<file path="config.mk">
export PLATFORM = sky130hd
export DESIGN_NAME = mul32_seq_ctrl
export DESIGN_NICKNAME = d
export VERILOG_FILES = /design/src/rtl/mul_seq_pkg.sv /design/src/rtl/mul16_unit.sv /design/src/rtl/mul32_seq_ctrl.sv
export SDC_FILE = /design/constraint.sdc
export NUM_CORES = 1
export LEC_CHECK = 0
export ABC_AREA = 1
export BUFFER_PORTS_ARGS = -buffer_cell sky130_fd_sc_hd__buf_2
export CAP_MARGIN = 30
export CORE_MARGIN = 5
export CORE_UTILIZATION = 64
export CTS_CLUSTER_SIZE = 10
export DETAILED_ROUTE_END_ITERATION = 8
export PLACE_DENSITY = 0.95
export SLEW_MARGIN = 20
export SYNTH_ARGS = -nofsm -noshare
export SYNTH_HDL_FRONTEND = slang
export SYNTH_SLANG_ARGS = --single-unit
export TNS_END_PERCENT = 30
</file>
<file path="constraint.sdc">
create_clock -name clk -period 23.2 [get_ports clk]
set_input_delay 4.64 -clock clk [delete_from_list [all_inputs] [get_ports clk]]
set_output_delay 4.64 -clock clk [all_outputs]
set_load 0.005 [all_outputs]
</file>
<file path="src/rtl/mul_seq_pkg.sv">
// rtl/mul_seq_pkg.sv - shared types and partial-product schedule for the sequential multiplier
//
// Purpose: FSM state encoding, step encoding and the per-step partial-product
// select table (which operand halves feed the shared multiplier and how far
// the product is shifted before accumulation).
// Ports: none (package).
package mul_seq_pkg;

  typedef enum logic [1:0] {
    ST_IDLE = 2'd0,
    ST_MUL  = 2'd1,
    ST_DONE = 2'd2
  } state_t;

  typedef logic [1:0] step_t;

  localparam step_t STEP_FIRST = 2'd0;
  localparam step_t STEP_LAST  = 2'd3;

  // shift_halves counts the left shift in units of HALF bits (0, HALF or W).
  typedef struct packed {
    logic       a_hi;
    logic       b_hi;
    logic [1:0] shift_halves;
  } pp_sel_t;

  // Fixed order: LL, HL, LH, HH.
  function automatic pp_sel_t pp_sel(input step_t step);
    pp_sel_t s;
    case (step)
      2'd0:    s = '{a_hi: 1'b0, b_hi: 1'b0, shift_halves: 2'd0};
      2'd1:    s = '{a_hi: 1'b1, b_hi: 1'b0, shift_halves: 2'd1};
      2'd2:    s = '{a_hi: 1'b0, b_hi: 1'b1, shift_halves: 2'd1};
      default: s = '{a_hi: 1'b1, b_hi: 1'b1, shift_halves: 2'd2};
    endcase
    return s;
  endfunction

endpackage

</file>
<file path="src/rtl/mul16_unit.sv">
// rtl/mul16_unit.sv - combinational HALFxHALF unsigned multiplier
//
// Purpose: the single multiplier resource shared across all four steps.
// Ports:
//   a  in  HALF    operand half, unsigned
//   b  in  HALF    operand half, unsigned
//   p  out 2*HALF  product a*b
module mul16_unit #(
  parameter int HALF = 16
) (
  input  logic [HALF-1:0]   a,
  input  logic [HALF-1:0]   b,
  output logic [2*HALF-1:0] p
);

  logic [2*HALF-1:0] a_ext;
  logic [2*HALF-1:0] b_ext;

  assign a_ext = {{HALF{1'b0}}, a};
  assign b_ext = {{HALF{1'b0}}, b};
  assign p     = a_ext * b_ext;

endmodule

</file>
<file path="src/rtl/mul32_seq_ctrl.sv">
// rtl/mul32_seq_ctrl.sv - sequential WxW->2W unsigned multiplier controller
//
// Purpose: time-shares one HALFxHALF multiplier over four cycles and
// accumulates shifted partial products; valid/ready handshakes on both sides.
// Ports:
//   clk        in   1   clock, rising edge
//   rst        in   1   asynchronous active-high reset
//   in_valid   in   1   operand pair offered
//   in_ready   out  1   operands accepted this cycle when in_valid
//   a, b       in   W   unsigned operands
//   out_valid  out  1   y holds a finished product
//   out_ready  in   1   consumer takes y this cycle
//   y          out  2W  product
//   busy       out  1   high whenever not IDLE
module mul32_seq_ctrl
  import mul_seq_pkg::*;
#(
  parameter int W     = 32,
  parameter int ROUTE = 0
) (
  input  logic           clk,
  input  logic           rst,
  input  logic           in_valid,
  output logic           in_ready,
  input  logic [W-1:0]   a,
  input  logic [W-1:0]   b,
  output logic           out_valid,
  input  logic           out_ready,
  output logic [2*W-1:0] y,
  output logic           busy
);

  localparam int HALF = W / 2;

  generate
    if (ROUTE != 0 || (W % 2) != 0) begin : g_bad_param
      $error("mul32_seq_ctrl: ROUTE must be 0 and W must be even");
    end
  endgenerate

  state_t         state_q, state_d;
  step_t          step_q, step_d;
  logic [W-1:0]   a_q, a_d, b_q, b_d;
  logic [2*W-1:0] acc_q, acc_d;
  logic [2*W-1:0] y_q, y_d;

  pp_sel_t        sel;
  logic [HALF-1:0] op_a, op_b;
  logic [W-1:0]   prod;
  logic [2*W-1:0] pp_ext, pp_shift, acc_sum;
  logic           accept;

  // Operand muxes: the only path into the shared multiplier.
  always_comb begin
    sel  = pp_sel(step_q);
    op_a = sel.a_hi ? a_q[W-1:HALF] : a_q[HALF-1:0];
    op_b = sel.b_hi ? b_q[W-1:HALF] : b_q[HALF-1:0];
  end

  mul16_unit #(.HALF(HALF)) u_mul (
    .a (op_a),
    .b (op_b),
    .p (prod)
  );

  always_comb begin
    pp_ext = {{W{1'b0}}, prod};
    case (sel.shift_halves)
      2'd0:    pp_shift = pp_ext;
      2'd1:    pp_shift = pp_ext << HALF;
      default: pp_shift = pp_ext << W;
    endcase
    acc_sum = acc_q + pp_shift;
  end

  // in_ready is the only combinational input->output path (via out_ready).
  assign in_ready  = (state_q == ST_IDLE) | ((state_q == ST_DONE) & out_ready);
  assign accept    = in_valid & in_ready;
  assign out_valid = (state_q == ST_DONE);
  assign busy      = (state_q != ST_IDLE);
  assign y         = y_q;

  always_comb begin
    state_d = state_q;
    step_d  = step_q;
    a_d     = a_q;
    b_d     = b_q;
    acc_d   = acc_q;
    y_d     = y_q;
    case (state_q)
      ST_IDLE: begin
        if (accept) begin
          state_d = ST_MUL;
          step_d  = STEP_FIRST;
          a_d     = a;
          b_d     = b;
          acc_d   = '0;
        end
      end
      ST_MUL: begin
        acc_d  = acc_sum;
        step_d = step_q + 2'd1;
        if (step_q == STEP_LAST) begin
          state_d = ST_DONE;
          // Separate result register keeps y stable while acc restarts.
          y_d     = acc_sum;
        end
      end
      ST_DONE: begin
        if (out_ready) begin
          if (in_valid) begin
            state_d = ST_MUL;
            step_d  = STEP_FIRST;
            a_d     = a;
            b_d     = b;
            acc_d   = '0;
          end else begin
            state_d = ST_IDLE;
          end
        end
      end
      default: state_d = ST_IDLE;
    endcase
  end

  always_ff @(posedge clk or posedge rst) begin
    if (rst) begin
      state_q <= ST_IDLE;
      step_q  <= STEP_FIRST;
      a_q     <= '0;
      b_q     <= '0;
      acc_q   <= '0;
      y_q     <= '0;
    end else begin
      state_q <= state_d;
      step_q  <= step_d;
      a_q     <= a_d;
      b_q     <= b_d;
      acc_q   <= acc_d;
      y_q     <= y_d;
    end
  end

endmodule
</file>
==> run metrics, run 1 <==
dominant cell type by area after synthesis=dfrtp_1; Root Driver=clkbuf_16; synthesized area=21,600 µm²; placed insts=3,509; post_cts resized=0; most common cell after layout, fill and taps aside=nand2_1; vias in the first global route=~21,000; post-synth top area share=between 20% and 30%; DR WL/cell=20.1 µm; period utilisation layout=43.4%; initial DRC count=1,988; Sum Neg Setup Slack=0 ns; via count=20,520; Mapped Cells=2,979; Hold Crit Class=register to register; worst reg-to-reg path cell count=35; MaxCap Viol Count=0; routability congestion estimate=approximately 1.0; top sig layer=met4; Die Ht=about 190 µm; FF-to-FF Start=step_q[0]$_DFFE_PP0P_; Setup Fix Bufs, Post-CTS=0; Sink Count=196; Main synth FF type=dfrtp_1; Final ANT Viol Nets=0; Crit path largest cell delay=0.68 ns; # IOs=135; min-delay src=y[9]$_DFFE_PP0P_; max frequency=just under 100 MHz; fraction of layout cells with a size suffix above 1=10.2%; Slew @ Worst Pin=1.06 ns; DIE AREA=37,500 µm²; Max-slew headroom=28.7%; Netlist cell types=45; RSZ-0062 raised after global routing=false; IO Port Bufs=between 100 and 150; Setup violations, final=0; Longest Clk Path Bufs=2; status=completed; #FFs+latches synth=just under 200; fin. max-slew vios=0; wire length on met1=26.1 mm; Async SR Flop Fraction=100%; metal3 WL=5.65 mm; Remaining DRCs=0; EDFF count, synth=0; Worst R2R Setup Slack=13.12 ns; Hold-fix buffers, CTS=0; fin cells=3,543; r2r endpoint=y[54]$_DFFE_PP0P_; Overflow after GRT=0; initial antenna violation count=0; CTS clk-pin slew, worst paths=0.08 ns; drt first pass iters=6; Initial Utilization=~65%; Chip Width=between 150 and 200 µm; largest net degree at the start of global routing=about 150; met2 WL=33.8 mm; synthesized area per cell=7.24 µm²; Ant. Diodes=0; CP Class=register to register; Synth area leaders=dfrtp_1 23%, fa_1 18%, nand2_1 15%; crit path capture type=register; worst skew pair latency=0.47 ns; Final nets=around 3,500; DRT Wirelength=71.2 mm; WHS Endpoint=y[9]$_DFFE_PP0P_; Num CTS Buffers=17; dpl hpwl=between 50 and 60 mm; Crit Path Max Fanout=32; Period minus WS final=10.08 ns; H-tree depth=4; critical path data required time=23.56 ns; num rows=67; Seq/Total Area, Yosys=22.7%; Core ar.=33,400 µm²; Final Hold Vio Count=0; YS warnings=0; crit path DAT=10.43 ns; CP Launch Type=register; Area Growth Syn to Fin=7.88%; clock skew=0.0175 ns; Worst Hold Depth=2; Tot GR Track Use=37.9%; Via density=roughly 5.8; most frequent cells in the layout=847 x nand2_1, 494 x inv_1, 312 x nor2_1, 196 x dfrtp_1, 195 x fa_1; Post-Synthesis Net Count=3,413; critical path's slowest cell=xnor2_1; TritonCTS clock tree=yes; Most common cell on crit path=inv_1; first-pass GRT wire length=112 mm
worst max path at each step:
stage	start	endpoint	slack [ns]	cells past startpoint
6_report	step_q[0]$_DFFE_PP0P_	y[54]$_DFFE_PP0P_	13.12	35
5_1_grt	step_q[0]$_DFFE_PP0P_	y[54]$_DFFE_PP0P_	12.78	35
4_1_cts	step_q[0]$_DFFE_PP0P_	y[56]$_DFFE_PP0P_	13.38	35
3_5_place_dp	step_q[0]$_DFFE_PP0P_	y[56]$_DFFE_PP0P_	13.42	35
3_3_place_gp	out_ready	in_ready	13.51	4
2_1_floorplan	rst	a_q[0]$_DFFE_PP0P_	13.22	1
per-layer routing:
layer / GRT usage, % / vias to the layer above
li1: - / 9402
met2: 63.6 / 1155
met1: 45.3 / 9649
met4: 24.7 / 0
met5: 0 / -
met3: 6.11 / 314
registers in the layout (all words and copies together) (netlist names):
name	flops
a_q	32
acc_q	64
b_q	32
state_q	2
step_q	2
y	64
critical path: cells and delay by family (launching register included):
family	cells	cell delay, ns
compound gates	7	2.04
xor+xnor	1	0.68
fa+ha+maj	9	4.47
flops	1	0.41
buf+inv	8	1.16
simple gates	10	1.17
layout make-up:
type / count / area [µm²]
tap: 448 / 561
fill: 2769 / 10100
inverter: 521 / 1970
sequential: 196 / 4900
clock inverter: 14 / 138
clock buffer: 17 / 425
multi-input combinational: 2185 / 14400
timing repair buffer: 162 / 898
cell families (layout without fill, tap and decap cells):
logic type | count (synthesis) | in the layout | share of synthesized area, %
XOR/XNOR | 57 | 57 | 2.31
flip-flops | 196 | 196 | 22.7
AO/OA/AOI/OAI | 374 | 374 | 9.82
AND/OR/NAND/NOR | 1388 | 1388 | 26.4
buffers and inverters | 598 | 714 | 10.7
adder cells (fa/ha/maj) | 366 | 366 | 28.0
synth_stat cells (23+ instances only):
master	instances
nand2_1	847
inv_1	495
nor2_1	315
dfrtp_1	196
fa_1	195
o21ai_0	173
ha_1	171
nand3_1	123
a21oi_1	107
buf_2	40
clkbuf_1	35
xor2_1	34
inv_2	24
xnor2_1	23
per-stage QoR:
step	instance area, µm²	util, %	hold slack (ns)	setup slack (ns)
floorplan	21600	-	0.449	13.22
global placement	22700	67.9	0.461	13.51
detailed placement	22700	68.0	0.460	13.42
CTS	23200	69.6	0.486	13.38
global route	23300	69.7	0.496	12.78
finish	23300	69.7	0.485	13.12
Power of run 1 is left out: the tool's default activity adds up to more than one toggle a clock period on the data nets, which glitch-free logic cannot reach.
==> run 2, diff against run 1 <==
Settings changed: ABC_AREA 1 to 0, CORE_UTILIZATION 64 to 63.
Clock period 23.2 ns to 10.1 ns, I/O delays scaled along.
==> run metrics, run 2 <==
Chip Width=189 µm (-2.6%); Crit path largest cell delay=0.54 ns (-0.14 ns); IO Port Bufs=134 (unchanged); synthesized area=20,100 µm² (-6.8%); Area Growth Syn to Fin=10.6%; Setup violations, final=0 (unchanged); initial antenna violation count=0 (unchanged); H-tree depth=4 (unchanged); RSZ-0062 raised after global routing=true; Longest Clk Path Bufs=2 (unchanged); worst skew pair latency=0.47 ns (about the same); Layout fillers=2,463 (-11%); Async SR Flop Fraction=100% (unchanged); clock skew=0.0128 ns (-0.00468 ns); critical path's slowest cell=fa_1; Core ar.=31,600 µm² (-5.4%); max frequency=101 MHz (+1.9%); MaxCap Viol Count=0 (unchanged); # IOs=135 (unchanged); DIE AREA=35,600 µm² (-5.0%); Mapped Cells=2,377 (-20%); Die Ht=189 µm (-2.6%); Num CTS Buffers=17 (unchanged); Period minus WS final=9.89 ns (-0.186 ns); num rows=65 (-3.0%); Area after DPL=21,500 µm² (-5.3%); routability congestion estimate=1.00 (-3.8%); top sig layer=met4; wire length on met1=24.1 mm (-7.5%); fraction of layout cells with a size suffix above 1=11.6% (+1.5 points); Seq/Total Area, Yosys=24.4% (+1.7 points); first-pass GRT wire length=97.1 mm (-14%); period utilisation layout=97.9% (+55 points); fin. max-slew vios=0 (unchanged); initial DRC count=1,548 (-22%); via count=17,753 (-13%); crit path DAT=10.21 ns (-0.22 ns); Root Driver=clkbuf_16; Tot GR Track Use=34.7% (-3.2 points); metal3 WL=5.22 mm (-7.7%); fin area=22,200 µm² (-4.5%); CP Class=register to register; CP Launch Type=register; Final ANT Viol Nets=0 (unchanged); drt first pass iters=5 (-1); Hold-fix buffers, CTS=0 (unchanged); vias in the first global route=17,904 (-16%); Remaining DRCs=0 (unchanged); Crit Path Max Fanout=32 (unchanged); largest net degree at the start of global routing=125 (-14%); critical path data required time=10.42 ns (-13.14 ns); Via density=6.10 (+5.4%); dpl hpwl=49.3 mm (-14%); Synth area leaders=dfrtp_1 24%, fa_1 19%, ha_1 11%; #FFs+latches synth=196 (unchanged); Slew @ Worst Pin=0.885 ns (-0.177 ns); most common cell in the netlist=nand2_1; dominant cell type by area after synthesis=dfrtp_1; min-delay src=y[32]$_DFFE_PP0P_; CTS clk-pin slew, worst paths=0.08 ns (about the same); synthesized area per cell=8.46 µm² (+17%); Post-Synthesis Net Count=2,811 (-18%); crit path capture type=register; met2 WL=29.2 mm (-13%); commonest cells in the netlist=488 x nand2_1, 259 x inv_1, 196 x dfrtp_1; Most common cell on crit path=ha_1; Worst R2R Setup Slack=0.21 ns (-12.91 ns); DRT Wirelength=61.6 mm (-13%); EDFF count, synth=0 (unchanged); post-synth top area share=24.4% (+1.7 points); DR WL/cell=21.2 µm (+5.4%); status=completed; Max-slew headroom=41.0% (+12 points); most common cell after layout, fill and taps aside=nand2_1; FF-to-FF Start=step_q[0]$_DFFE_PP0P_; Ant. Diodes=0 (unchanged); Overflow after GRT=0 (unchanged); YS warnings=0 (unchanged); Final nets=2,929 (-17%); Sink Count=196 (unchanged); Critical Path Source=step_q[0]$_DFFE_PP0P_; TritonCTS clock tree=yes; Netlist cell types=63 (+40%); final core utilization=70.5% (+0.71 points); Main synth FF type=dfrtp_1; most frequent cells in the layout=486 x nand2_1, 258 x inv_1, 196 x dfrtp_1, 195 x fa_1, 187 x o21ai_0; Hold Crit Class=register to register; Final Hold Vio Count=0 (unchanged); Initial Utilization=63.7% (-0.94 points)
[run 2: cell count changes after synthesis, moves of 24 or more]
cell	delta
a21o_1	+37
and2_1	+27
buf_2	-38
clkbuf_1	+50
inv_1	-236
inv_2	-24
mux2_2	+31
mux2i_1	+33
nand2_1	-359
nand3_1	-44
nor2_1	-140
xnor2_1	+28
[run 2: final cells by class]
type,instances,area (µm²),area share (%)
Clock buffer,18,429,1.93
Clock inverter,13,148,0.664
Inverter,259,980,4.41
Multi-Input combinational cell,1828,14000,63.1
Sequential cell,196,4900,22.1
Tap cell,402,503,2.26
Timing Repair Buffer,193,1230,5.54
[run 2: logic make-up after synthesis]
group,after synthesis,share of synthesized area (%)
compound gates,456,13.8
xor+xnor,91,3.96
fa+ha+maj,366,30.1
buf+inv,353,6.60
flops,196,24.4
mux,64,3.38
simple gates,851,17.8
[run 2: worst paths after layout]
check	to	cells after the start
max reg2reg	acc_q[62]$_DFFE_PP0P_	38
max in group asynchronous	a_q[24]$_DFFE_PP0P_	4
max	acc_q[62]$_DFFE_PP0P_	38
min reg2reg	y[32]$_DFFE_PP0P_	2
min in group asynchronous	y[8]$_DFFE_PP0P_	2
min	y[32]$_DFFE_PP0P_	2
[run 2: what timing repair did]
item	CTS	global route
endpoints found under the setup margin	0	54
resized for setup	0	28
buffers inserted	0	1
[run 2: through the flow]
step	setup slack (ns)	setup TNS, ns	hold WS (ns)	cells
after floorplan	0.456	0	0.440	2377
after global placement	0.0725	0	0.459	2875
after detailed placement	0.0839	0	0.466	2876
after CTS	0.0228	0	0.483	2907
after global routing	-0.0439	-0.118	0.506	2909
final	0.208	0	0.480	2909
[run 2: worst max-delay path: cells and delay by family, from the launching register on]
kind	cells	cell delay, ns
buffers and inverters	7	0.85
AO/OA/AOI/OAI	16	3.56
XOR/XNOR	1	0.20
flip-flops	1	0.44
adder cells (fa/ha/maj)	9	3.67
multiplexers	1	0.38
AND/OR/NAND/NOR	4	0.60
[run 2: metal layers]
layer | global-route usage (%) | vias to the layer above
met1 | 44.2 | 8695
li1 | - | 8052
met2 | 57.1 | 824
met4 | 14.2 | 0
met3 | 8.80 | 182
met5 | 0 | -
Power of run 2 is left out for the same reason.
==> run 3, diff against run 2 <==
Settings changed: CORE_MARGIN 5 to not set.
==> run metrics, run 3 (synthesis gave the netlist of run 2 again) <==
Worst Hold Depth=2 (unchanged); WHS Endpoint=y[30]$_DFFE_PP0P_; Layout fillers=2,412 (-2.1%); H-tree depth=4 (unchanged); FF-to-FF Start=step_q[1]$_DFFE_PP0P_; Overflow after GRT=0 (unchanged); DIE AREA=32,600 µm² (-8.3%); Remaining DRCs=0 (unchanged); largest net degree at the start of global routing=127 (+1.6%); DR WL/cell=21.5 µm (+1.7%); crit path capture type=register; Chip Width=181 µm (-4.2%); pre-CTS WS=0.124 ns (+0.0402 ns); Period minus WS final=9.86 ns (-0.0283 ns); Tot GR Track Use=38.7% (+4.0 points); via count=17,943 (+1.1%); most frequent cells in the layout=486 x nand2_1, 258 x inv_1, 195 x fa_1, 195 x dfrtp_1, 186 x o21ai_0; Final ANT Viol Nets=0 (unchanged); fin. max-slew vios=0 (unchanged); drt first pass iters=6 (+1); Via density=6.17 (+1.1%); Longest Clk Path Bufs=2 (unchanged); r2r endpoint=y[56]$_DFFE_PP0P_; Slew @ Worst Pin=0.866 ns (-0.0192 ns); Sink Count=196 (unchanged); Crit path largest cell delay=0.55 ns (about the same); MaxCap Viol Count=0 (unchanged); Max-slew headroom=40.6% (-0.37 points); IO Port Bufs=134 (unchanged); worst reg-to-reg path cell count=39 (+2.6%); max frequency=101 MHz (+0.29%); period utilisation layout=97.7% (-0.28 points); fin cells=2,909 (unchanged); routability congestion estimate=1.06 (+5.0%); Most common cell on crit path=fa_1; Area Growth Syn to Fin=11.1%; crit path DAT=10.18 ns (-0.03 ns); buffers and inverters on the worst path=7 (unchanged); initial antenna violation count=1 (+1); initial DRC count=1,688 (+9.0%); placed insts=2,868 (-0.28%); Hold Crit Class=register to register; Hold-fix buffers, CTS=0 (unchanged); cell family with most CP delay=adder cells; first-pass GRT wire length=96.4 mm (-0.74%); Ant. Diodes=0 (unchanged); critical path's slowest cell=fa_1; most common cell after layout, fill and taps aside=nand2_1; TritonCTS clock tree=yes; min-delay src=y[30]$_DFFE_PP0P_; CTS clk-pin slew, worst paths=0.08 ns (about the same); critical path data required time=10.41 ns (about the same); Initial Utilization=63.9% (+0.16 points); CP Launch Type=register; Final nets=2,928 (-0.034%); # IOs=135 (unchanged); dpl hpwl=49.0 mm (-0.68%); Root Driver=clkbuf_16; Core ar.=31,500 µm² (-0.26%); CP Class=register to register; Final Hold Vio Count=0 (unchanged); area occupied by registers=4910 µm² (about the same); Num CTS Buffers=17 (unchanged); status=completed; fraction of layout cells with a size suffix above 1=12.2% (+0.52 points); Worst R2R Setup Slack=0.24 ns (+0.03 ns); num rows=65 (unchanged); min setup slack post-route=0.237 ns (+0.0283 ns); Setup violations, final=0 (unchanged); clock skew=0.0141 ns (+0.00124 ns); Crit Path Max Fanout=16 (-50%); DRT Wirelength=62.6 mm (+1.7%); worst skew pair latency=0.47 ns (about the same); Die Ht=181 µm (-4.2%); vias in the first global route=17,960 (+0.31%); area of the multi-input gates=14,100 µm² (+0.44%)
==> run 3: cell types whose count changed in the layout (fill, tap and decap cells not counted), sizes merged <==
cell | previous run | this run
inv | 265 | 267
clkbuf | 18 | 20
buf | 193 | 190
clkinvlp | 1 | 0
==> run 3: how the worst max path moves through the flow <==
stage / slack, ns / to / start / cells past startpoint
floorplan: 0.46 / acc_q[43]$_DFFE_PP0P_ / step_q[0]$_DFFE_PP0P_ / 38
global placement: 0.29 / y[56]$_DFFE_PP0P_ / step_q[0]$_DFFE_PP0P_ / 38
detailed placement: 0.12 / y[56]$_DFFE_PP0P_ / step_q[0]$_DFFE_PP0P_ / 37
CTS: 0.06 / y[56]$_DFFE_PP0P_ / step_q[0]$_DFFE_PP0P_ / 37
global route: -0.09 / y[56]$_DFFE_PP0P_ / step_q[1]$_DFFE_PP0P_ / 39
finish: 0.24 / y[56]$_DFFE_PP0P_ / step_q[1]$_DFFE_PP0P_ / 39
==> run 3: final cells by class <==
class / count / share of cell area, %
Sequential cell: 196 / 22.0
Clock buffer: 18 / 1.92
Inverter: 259 / 4.39
Clock inverter: 14 / 0.728
Multi-Input combinational cell: 1828 / 63.1
Tap cell: 402 / 2.25
Timing Repair Buffer: 192 / 5.62
==> run 3: tightest hold or removal path, delay by kind of cell (launching register included) <==
family / cells / cell delay [ns]
compound gates: 1 / 0.06
flops: 1 / 0.35
simple gates: 1 / 0.04
==> run 3: stage by stage <==
stage	hold WS [ns]	instance area (µm²)	util, %	setup TNS (ns)
2_1_floorplan	0.440	20100	-	0
3_5_place_dp	0.465	21400	68.0	0
6_report	0.478	22300	71.0	0
4_1_cts	0.484	22000	69.9	0
3_3_place_gp	0.458	21400	68.0	0
5_1_grt	0.502	22300	71.0	-0.148
==> run 3: timing repair <==
action,in CTS,in global routing
gates resized for setup,0,44
endpoints found under the setup margin,0,49
buffers inserted,0,6
==> run 3: per-layer routing <==
metal | track usage, % | wire length, µm | vias to the layer above
li1 | - | - | 8050
met1 | 48.1 | 23900 | 8846
met2 | 64.2 | 30300 | 847
met3 | 6.73 | 5010 | 198
met4 | 21.3 | 3470 | 2
met5 | 0 | 13 | -
Power of run 3 is left out for the same reason.
